===== src/rtl/unidade_despacho_pkg.sv =====
// Shared constants for the dispatch unit: free-register tag, pending-operand
// marker, NOP opcode and the instruction field positions.
package unidade_despacho_pkg;
  localparam int          FREE_REGISTER   = 0;
  localparam logic [15:0] V_SEM_VALOR_DEF = 16'hFFF0;
  localparam logic [2:0]  OP_NOP          = 3'b000;
  localparam int          OP_LSB          = 13;
  localparam int          RI_LSB          = 10;
  localparam int          RJ_LSB          = 7;
  localparam int          RK_LSB          = 4;
  localparam int          FIELD_W         = 3;
endpackage


===== src/rtl/unidade_despacho_param_seletor_rr.sv =====
// Round-robin picker: first set bit of mask at or after ptr, wrapping around.
module seletor_rr #(
  parameter int N     = 4,
  parameter int PTR_W = 2
) (
  input  logic [N-1:0]     mask,
  input  logic [PTR_W-1:0] ptr,
  output logic             found,
  output logic [PTR_W-1:0] index
);
  always_comb begin
    found = 1'b0;
    index = '0;
    for (int k = 0; k < N; k++) begin
      automatic int idx = (int'(ptr) + k) % N;
      if (!found && mask[idx]) begin
        found = 1'b1;
        index = PTR_W'(idx);
      end
    end
  end
endmodule


===== src/rtl/unidade_despacho_param.sv =====
// Tomasulo dispatch unit: picks a free reservation station round-robin,
// resolves operands against register status / CDB, and writes the new mapping.
module unidade_despacho_param
  import unidade_despacho_pkg::*;
#(
  parameter int                NUM_RS      = 4,
  parameter int                NUM_REGS    = 8,
  parameter int                DATA_W      = 16,
  parameter int                TAG_W       = 3,
  parameter logic [DATA_W-1:0] V_SEM_VALOR = V_SEM_VALOR_DEF
) (
  input  logic                     Clock,
  input  logic                     Reset,
  input  logic                     Inst_Valid,
  input  logic [15:0]              Instrucao_Despachada,
  output logic                     Pop,
  input  logic [NUM_REGS*TAG_W-1:0]  Rs_Qi,
  input  logic [NUM_REGS*DATA_W-1:0] Rs_Qi_data,
  input  logic [NUM_RS-1:0]        Busy_RS,
  input  logic                     CDB_Valid,
  input  logic [TAG_W-1:0]         CDB_Tag,
  input  logic [DATA_W-1:0]        CDB_Data,
  output logic [DATA_W-1:0]        Vj,
  output logic [DATA_W-1:0]        Vk,
  output logic [TAG_W-1:0]         Qj,
  output logic [TAG_W-1:0]         Qk,
  output logic [2:0]               Ufop,
  output logic [NUM_RS-1:0]        Enable_VQ,
  output logic                     R_enable_despacho,
  output logic [2:0]               R_target_despacho,
  output logic [TAG_W-1:0]         R_res_station_despacho,
  output logic [15:0]              Stall_Count
);
  localparam int PTR_W = $clog2(NUM_RS);

  // Handshake: the queue head is consumed in any cycle where Inst_Valid and Pop are both high.
  logic [2:0]       opcode, ri, rj, rk;
  logic             is_nop, found, dispatch, stall;
  logic [NUM_RS-1:0] avail;
  logic [PTR_W-1:0] ptr, winner;
  logic [DATA_W+TAG_W-1:0] res_j, res_k;
  logic             unused_bits;

  assign opcode      = Instrucao_Despachada[OP_LSB +: FIELD_W];
  assign ri          = Instrucao_Despachada[RI_LSB +: FIELD_W];
  assign rj          = Instrucao_Despachada[RJ_LSB +: FIELD_W];
  assign rk          = Instrucao_Despachada[RK_LSB +: FIELD_W];
  assign unused_bits = ^Instrucao_Despachada[3:0];
  assign is_nop      = (opcode == OP_NOP);

  // Busy_RS lags one cycle behind our own strobe, so last cycle's station is masked out.
  assign avail = ~Busy_RS & ~Enable_VQ;

  seletor_rr #(.N(NUM_RS), .PTR_W(PTR_W)) u_seletor (
    .mask  (avail),
    .ptr   (ptr),
    .found (found),
    .index (winner)
  );

  assign Pop      = Inst_Valid & ~Reset & (is_nop | found);
  assign dispatch = Inst_Valid & ~Reset & ~is_nop & found;
  assign stall    = Inst_Valid & ~Reset & ~is_nop & ~found;

  // A register renamed last cycle is not yet visible in Rs_Qi; forward that mapping first.
  function automatic logic [DATA_W+TAG_W-1:0] resolve(input logic [2:0] src);
    logic [TAG_W-1:0] t;
    t = Rs_Qi[int'(src)*TAG_W +: TAG_W];
    if (R_enable_despacho && (R_target_despacho == src))
      return {V_SEM_VALOR, R_res_station_despacho};
    else if ((t != TAG_W'(FREE_REGISTER)) && CDB_Valid && (CDB_Tag == t))
      return {CDB_Data, TAG_W'(FREE_REGISTER)};
    else if (t != TAG_W'(FREE_REGISTER))
      return {V_SEM_VALOR, t};
    else
      return {Rs_Qi_data[int'(src)*DATA_W +: DATA_W], TAG_W'(FREE_REGISTER)};
  endfunction

  assign res_j = resolve(rj);
  assign res_k = resolve(rk);

  always_ff @(posedge Clock) begin
    if (Reset) begin
      Vj                     <= V_SEM_VALOR;
      Vk                     <= V_SEM_VALOR;
      Qj                     <= '0;
      Qk                     <= '0;
      Ufop                   <= '0;
      Enable_VQ              <= '0;
      R_enable_despacho      <= 1'b0;
      R_target_despacho      <= '0;
      R_res_station_despacho <= '0;
      Stall_Count            <= '0;
      ptr                    <= '0;
    end else begin
      Enable_VQ         <= '0;
      R_enable_despacho <= 1'b0;
      if (dispatch) begin
        {Vj, Qj}               <= res_j;
        {Vk, Qk}               <= res_k;
        Ufop                   <= opcode;
        Enable_VQ              <= NUM_RS'(1) << winner;
        R_enable_despacho      <= 1'b1;
        R_target_despacho      <= ri;
        R_res_station_despacho <= TAG_W'(winner) + TAG_W'(1);
        ptr                    <= (int'(winner) == NUM_RS - 1) ? '0 : winner + PTR_W'(1);
      end
      if (stall && (Stall_Count != 16'hFFFF))
        Stall_Count <= Stall_Count + 16'd1;
    end
  end
endmodule


===== config.mk =====
export PLATFORM = sky130hd
export DESIGN_NAME = unidade_despacho_param
export DESIGN_NICKNAME = d
export VERILOG_FILES = /design/src/rtl/unidade_despacho_pkg.sv /design/src/rtl/unidade_despacho_param_seletor_rr.sv /design/src/rtl/unidade_despacho_param.sv
export SDC_FILE = /design/constraint.sdc
export NUM_CORES = 1
export LEC_CHECK = 0
export CORE_ASPECT_RATIO = 1.2
export CORE_MARGIN = 1.5
export CORE_UTILIZATION = 46
export DETAILED_ROUTE_END_ITERATION = 8
export PLACE_DENSITY = 0.88
export SKIP_CTS_REPAIR_TIMING = 1
export SYNTH_ARGS = -nofsm -noshare
export SYNTH_HDL_FRONTEND = slang
export SYNTH_SLANG_ARGS = --single-unit

===== constraint.sdc =====
create_clock -name Clock -period 4.8 [get_ports Clock]
set_input_delay 0.72 -clock Clock [delete_from_list [all_inputs] [get_ports Clock]]
set_output_delay 0.72 -clock Clock [all_outputs]
set_load 0.02 [all_outputs]

# --- Word-level counts from Yosys, hierarchy flattened ---
# Cells that the tools add are included.
word_totals:
  in_bits: 195
  wordCells: 97
  ff_bits: 70
  output_inout_bits: 69
op_classes:
  bitwise_logic: 16
  multipliers: 2
  n_reduce_logical: 20
  add_sub_neg: 6
  order_cmp: 4
  n_eq_ne: 6
  n_mux: 27
  n_shift: 5
ops:
  columns: ["cell", "n"]
  rows:
  - ["$shiftx A128 B8 Y16", 2]
  - ["$mux W19", 6]
  - ["$shiftx A24 B6 Y3", 2]
  - ["$add A16 B1 Y16 const B", 1]
  - ["$ne A16 B16 Y1 const B", 1]
  - ["$eq A3 B3 Y1", 4]
  - ["$lt A3 B4 Y1 const B", 3]
  - ["$mux W1", 12]
  - ["$logic_and A1 B1 Y1", 10]
  - ["$mul A3 B2 Y5 const B", 2]
  - ["$mux W2", 5]
  - ["$bmux W1 S2", 4]
  - ["$not A4 Y4", 2]
  - ["$reduce_or A2 Y1", 4]
  - ["$reduce_bool A3 Y1", 2]
  - ["$and A1 B1 Y1", 5]
  - ["$add A2 B1 Y2 const B", 2]
  - ["$add A2 B2 Y2 const B", 2]
  - ["$and A4 B4 Y4", 1]
  - ["$not A1 Y1", 4]
  - ["$shl A1 B2 Y4 const A", 1]
  - ["$add A2 B1 Y3 const B", 1]
  - ["$and A1 B1 Y1 const A", 3]
  - ["$logic_not A1 Y1", 3]
  - ["other kinds (4)", 4]

# --- Depth between registers and ports, before layout ---
depth:
  depth_word: 17
  depth_mapped: 10
  ltp_nobuf: 8

# --- Hierarchy ---
# Synthesis repeated with hierarchy kept, for this count alone.
unflattened:
  cells_unflattened: 514
  hier_area_um2: 5380.2
modules_own_cells:
  columns: ["module", "area_each_um2", "seq_area_each_um2", "n_inst", "cells_per_inst"]
  rows:
  - ["unidade_despacho_param", 5302.6, 1381.3, 1, 499]
  - ["seletor_rr", 77.6, 0.0, 1, 15]

# --- Least setup slack after synthesis ---
# No wires, ideal clock.
synth_timing:
  kind: "input port to flip-flop"
  startpoint: "in Instrucao_Despachada[6]"
  endpoint: "reg Vk[10]"
  setup_slack_ps: 2136
  arrival_ps: 2585
  setup_ps: 79
  t_required_ps: 4721
  path_buffers: 3
  path_stages: 9
  cell_sequence: "clkbuf_1 > buf_2 > xnor2_1 > nand4_1 > o21ai_0 > clkbuf_1 > a21oi_1 > nor2b_1 > a32oi_2"
synth_via:
  elab_chain_cells: 7
  word_cells_on_any_way: 12
  classes_between: "mul: 1; eq/ne: 2; shift: 2; mux: 3; reduce/logical: 4"
synth_rtl:
  columns: ["item", "line", "source"]
  rows:
  - ["start, declared", "unidade_despacho_param.sv:15", "input logic [15:0] Instrucao_Despachada,"]
  - ["$mul A3 B2 Y5", "unidade_despacho_param.sv:68", "t = Rs_Qi[int'(src)*TAG_W +: TAG_W];"]
  - ["$shiftx A24 B6 Y3", "unidade_despacho_param.sv:68", null]
  - ["$reduce_bool A3 Y1", "unidade_despacho_param.sv:71, unidade_despacho_param.sv:73", null]
  - ["$logic_and A1 B1 Y1 (2 in series)", "unidade_despacho_param.sv:71", "else if ((t != TAG_W'(FREE_REGISTER)) && CDB_Valid && (CDB_Tag == t))"]
  - ["$mux W19", "unidade_despacho_param.sv:71", null]
  - ["$mux W19 (*)", "unidade_despacho_param.sv:69", "if (R_enable_despacho && (R_target_despacho == src))"]
  - ["end signal, assigned", "unidade_despacho_param.sv:100", "{Vk, Qk} <= res_k;"]
  - ["end, declared", "unidade_despacho_param.sv:24", "output logic [DATA_W-1:0] Vk,"]
# Every way passes the cells marked *; elsewhere a longest branch is shown, timed or not.
# A chain may end at the register's enable or synchronous reset.

# --- Final worst setup path ---
layout_timing:
  startpoint: "in Instrucao_Despachada[6]"
  endpoint: "reg Vk[1]"
# Same word-level chain as after synthesis.

==> out/results.md <==
| Group | Quantity | This run |
| --- | --- | --- |
| place | DPL Wire Length | 16,100 um |
| floorplan | X dimension of the die | 105 um |
| min path | Class of the worst hold path | reg2reg |
| drt | Vias post-DR | 5,897 |
| drt | DRC violations left | 0 |
| clocking | Clock buffers created by TritonCTS | 9 |
| critical path | Max FO, Critical Path | 24 |
| clocking | H-tree depth reported by CTS | 3 |
| yosys | Netlist Area Pre-Place | 5740 sq um |
| critical path | Nature of the critical path startpoint | primary input |
| yosys | Fraction of synthesized cell area taken by the top area cell type | 27.5% |
| final layout | Fraction of final layout cells sized beyond drive strength 1 | 16.1% |
| critical path | Critical path's slowest cell | sky130_fd_sc_hd__mux4_2 |
| critical path | Kind of cell with the highest combined delay on the critical path | buffers and inverters |
| yosys | Top cells by instance count after synthesis | 70 x sky130_fd_sc_hd__mux4_2, 68 x sky130_fd_sc_hd__dfxtp_1, 53 x sky130_fd_sc_hd__nor2_1 |
| yosys | Count leader, synth | sky130_fd_sc_hd__mux4_2 |
| yosys | Primary flip-flop cell chosen by synthesis mapping | sky130_fd_sc_hd__dfxtp_1 |
| final layout | Synthesis-to-layout area growth | 50.3% |
| sta | Highest clock rate | 0.302 GHz |
| power and ir drop | VDD IR max | 0.219 mV |
| sta | Shortest period the worst path allows | 3.31 ns |
| critical path | Maximum single-stage delay on the critical path | 0.65 ns |
| yosys | Synth async-reset ratio | 0% |
| floorplan | Initial standard-cell utilization of the core | 47.4% |
| clocking | Clock sinks | 68 |
| global routing | Maximum number of pins on one net before global-route repair | 40 |
| yosys | Share of synthesized area occupied by flip-flops and latches | 23.7% |
| power and ir drop | Cell area power density | 214 nW/um^2 |
| critical path | Startpoint of the worst setup timing path | Instrucao_Despachada[6] |
| yosys | Mean instance size in the synthesized netlist | 10.2 sq um |
| drt | Per-cell via count in the routed design | 6.14 |
| yosys | Synthesized instance count | 563 |
| critical path | Buf/Inv on CP | 2 |
| floorplan | Count of pins on the block boundary | 264 |
| sta | Max Transition Viols Final | 0 |
| power and ir drop | Total net switching power | 524 uW |
| final layout | Nets | 992 |
| power and ir drop | Part of the total power dissipated in sequential elements | 32.9% |
| floorplan | Chip height | 125 um |
| clocking | Clock input transition at the sequential cells of the worst setup and hold paths | 0.05 ns |
| clocking | Root Driver | sky130_fd_sc_hd__clkbuf_16 |
| drt | Post-route ant nets | 0 |
| yosys | Number of distinct library cells after synthesis | 58 |
| global routing | First-pass GRT wire length | 31,600 um |
| yosys | Number of warnings printed during yosys synthesis | 0 |
| sta | Max-Slew Margin vs Limit | 33.4% |
| power and ir drop | Cell leakage power | 0.00313 uW |
| power and ir drop | Internal power component | 1320 uW |
| critical path | Worst reg2reg startpoint | Enable_VQ[0]$_SDFF_PP0_ |
| yosys | Synthesis-stage register bit count | 68 |
| yosys | Top cells by area, synth | sky130_fd_sc_hd__mux4_2 27%, sky130_fd_sc_hd__dfxtp_1 24%, sky130_fd_sc_hd__mux2i_1 7.2% |
| clocking | Later-pin clock latency in the skew report | 0.32 ns |
| global routing | Vias in the first global route | 6,051 |
| place | DP Worst Slack | 1.18 ns |
| drt | Number of iterations in the first detailed-routing pass | 4 |
| critical path | Reg2Reg Setup Slack | 2.15 ns |
| power and ir drop | Power after layout | 1850 uW |
| floorplan | Number of rows created at floorplan | 44 |
| global routing | Aggregate global routing overflow | 0 |
| global routing | All-Layer GR Usage | 30.3% |
| sta | Final critical-path share of the clock period | 68.9% |
| min path | Hold Path Origin | Ufop[0]$_SDFFE_PP0P_ |
| sta | Number of hold violations in the final report | 0 |
| global routing | Antenna violations before repair | 0 |
| place | Placer's final routability congestion estimate | 0.900 |
| flow run | Total of max-cap violations | 0 |
| sta | Transition time of the tightest slew-check pin | 0.995 ns |
| drt | Starting DRC count in detailed routing | 418 |
| clocking | Maximum count of clock buffers along a single path | 2 |
| sta | Slack of the critical path | 1.49 ns |
| drt | Drt wl/cell | 21.2 um |
| floorplan | Core outline area | 12,100 sq um |
| critical path | Nature of the critical path endpoint | flip-flop |
| critical path | Worst endpoint required time | 5.05 ns |
| drt | Post-Route WL | 20,400 um |
| power and ir drop | Clock network fraction of total power | 32.2% |
| sta | Post-Route Skew | 0.00418 ns |
| sta | Setup violations, final | 0 |
| floorplan | Area of the die | 13,200 sq um |
| sta | Sum of negative setup slack | 0 ns |
| power and ir drop | Share of total power consumed by net switching | 28.4% |
| yosys | Post-synthesis cell type with the largest combined area | sky130_fd_sc_hd__mux4_2 |
| clocking | CTS tree | built |
| critical path | Type of the worst setup path | in2reg |
| yosys | Number of flops mapped to enable cells by yosys | 0 |
| final layout | Final antenna diode count | 0 |
| place | Buffers added on ports | 259 |
| critical path | Ordered cell list for the critical path | clkdlybuf4s50_1 > buf_4 > mux4_2 > xnor2_1 > and2_1 > o311ai_0 > a21oi_1 |
| yosys | Synthesized Nets | 760 |
| sta | RSZ-0062 raised after global routing | no |
| power and ir drop | Combinational group share of total power | 34.9% |
| critical path | Crit path DAT | 3.55 ns |
| outcome | Status | finished, final reports clean |
==> logic make-up (layout without fill, tap and decap cells) <==
group                      after synthesis  after routing  synth area share (%)
and+or+nand+nor                        159            159                  14.0
xor gates and xnor gates                24             24                  3.66
adders and majority gates                2              2                 0.436
muxes                                  124            124                  37.2
buffers and inverters                   57            293                  4.75
AOI/OAI and AO/OA                      129            129                  16.2
DFF                                     68             68                  23.7
==> cell type report <==
class	count	area [sq um]
Tap cell	161	201
Fill cell	900	3490
Clock buffer	13	260
Timing Repair Buffer	268	2630
Inverter	10	37.5
Sequential cell	68	1360
Multi-Input combinational cell	438	4120
Clock inverter	2	10.0
==> cells in the final DEF, fill, tap and decap left out, types with 15 or more instances in the layout <==
cell                              Yosys  layout
sky130_fd_sc_hd__clkdlybuf4s50_1      0     253
sky130_fd_sc_hd__mux2i_1             41      41
sky130_fd_sc_hd__dfxtp_1             68      68
sky130_fd_sc_hd__mux4_2              70      70
sky130_fd_sc_hd__nor2b_1             15      15
sky130_fd_sc_hd__o21ai_0             16      16
sky130_fd_sc_hd__nand2_1             28      28
sky130_fd_sc_hd__a21oi_1             49      49
sky130_fd_sc_hd__nor2_1              53      53
==> state kept, by name, summed over array words and instances (netlist names) <==
register / flops
Stall_Count: 16
R_enable_despacho: 1
Vj: 16
Qj: 3
ptr: 1
R_target_despacho: 3
Ufop: 3
Vk: 16
Qk: 3
R_res_station_despacho: 2
Enable_VQ: 4
==> tightest hold or removal path: stages, from the launching register on <==
cell and delay, ns:
sky130_fd_sc_hd__dfxtp_1 0.30, sky130_fd_sc_hd__nand2_1 0.05, sky130_fd_sc_hd__a21oi_1 0.05
==> through the flow <==
step / util, % / area, sq um / hold WS, ns / cells
after global routing: 71.2 / 8620 / 0.481 / 960
after global placement: 68.9 / 8350 / 0.441 / 945
after CTS: 71.2 / 8620 / 0.457 / 960
final: 71.2 / 8620 / 0.458 / 960
after floorplan: - / 5740 / 0.535 / 563
after detailed placement: 68.9 / 8350 / 0.450 / 945
==> metal layers <==
metal / track usage, % / up-vias / wire, um
met5: 0 / - / 0
met4: 14.5 / 0 / 913
met3: 7.46 / 57 / 1870
li1: - / 2658 / -
met2: 52.8 / 329 / 10200
met1: 34.6 / 2853 / 7380
==> power groups by stage <==
| stage | sequential (uW) | clock (uW) | combinational (uW) |
|---|---|---|---|
| 2_1_floorplan | 646 | 0 | 319 |
| 3_3_place_gp | 618 | 0 | 615 |
| 3_5_place_dp | 619 | 0 | 637 |
| 4_1_cts | 608 | 606 | 641 |
| 5_1_grt | 611 | 634 | 682 |
| 6_report | 609 | 594 | 645 |
==> path summary, 6_finish.rpt <==
check / to / cells past startpoint
min: Ufop[0]$_SDFFE_PP0P_ / 2
min reg2reg: Ufop[0]$_SDFFE_PP0P_ / 2
max: Vk[1]$_SDFFE_PP0P_ / 7
max reg2reg: Vj[2]$_SDFFE_PP0P_ / 7
No activity file was read; power rests on OpenSTA's default activity.
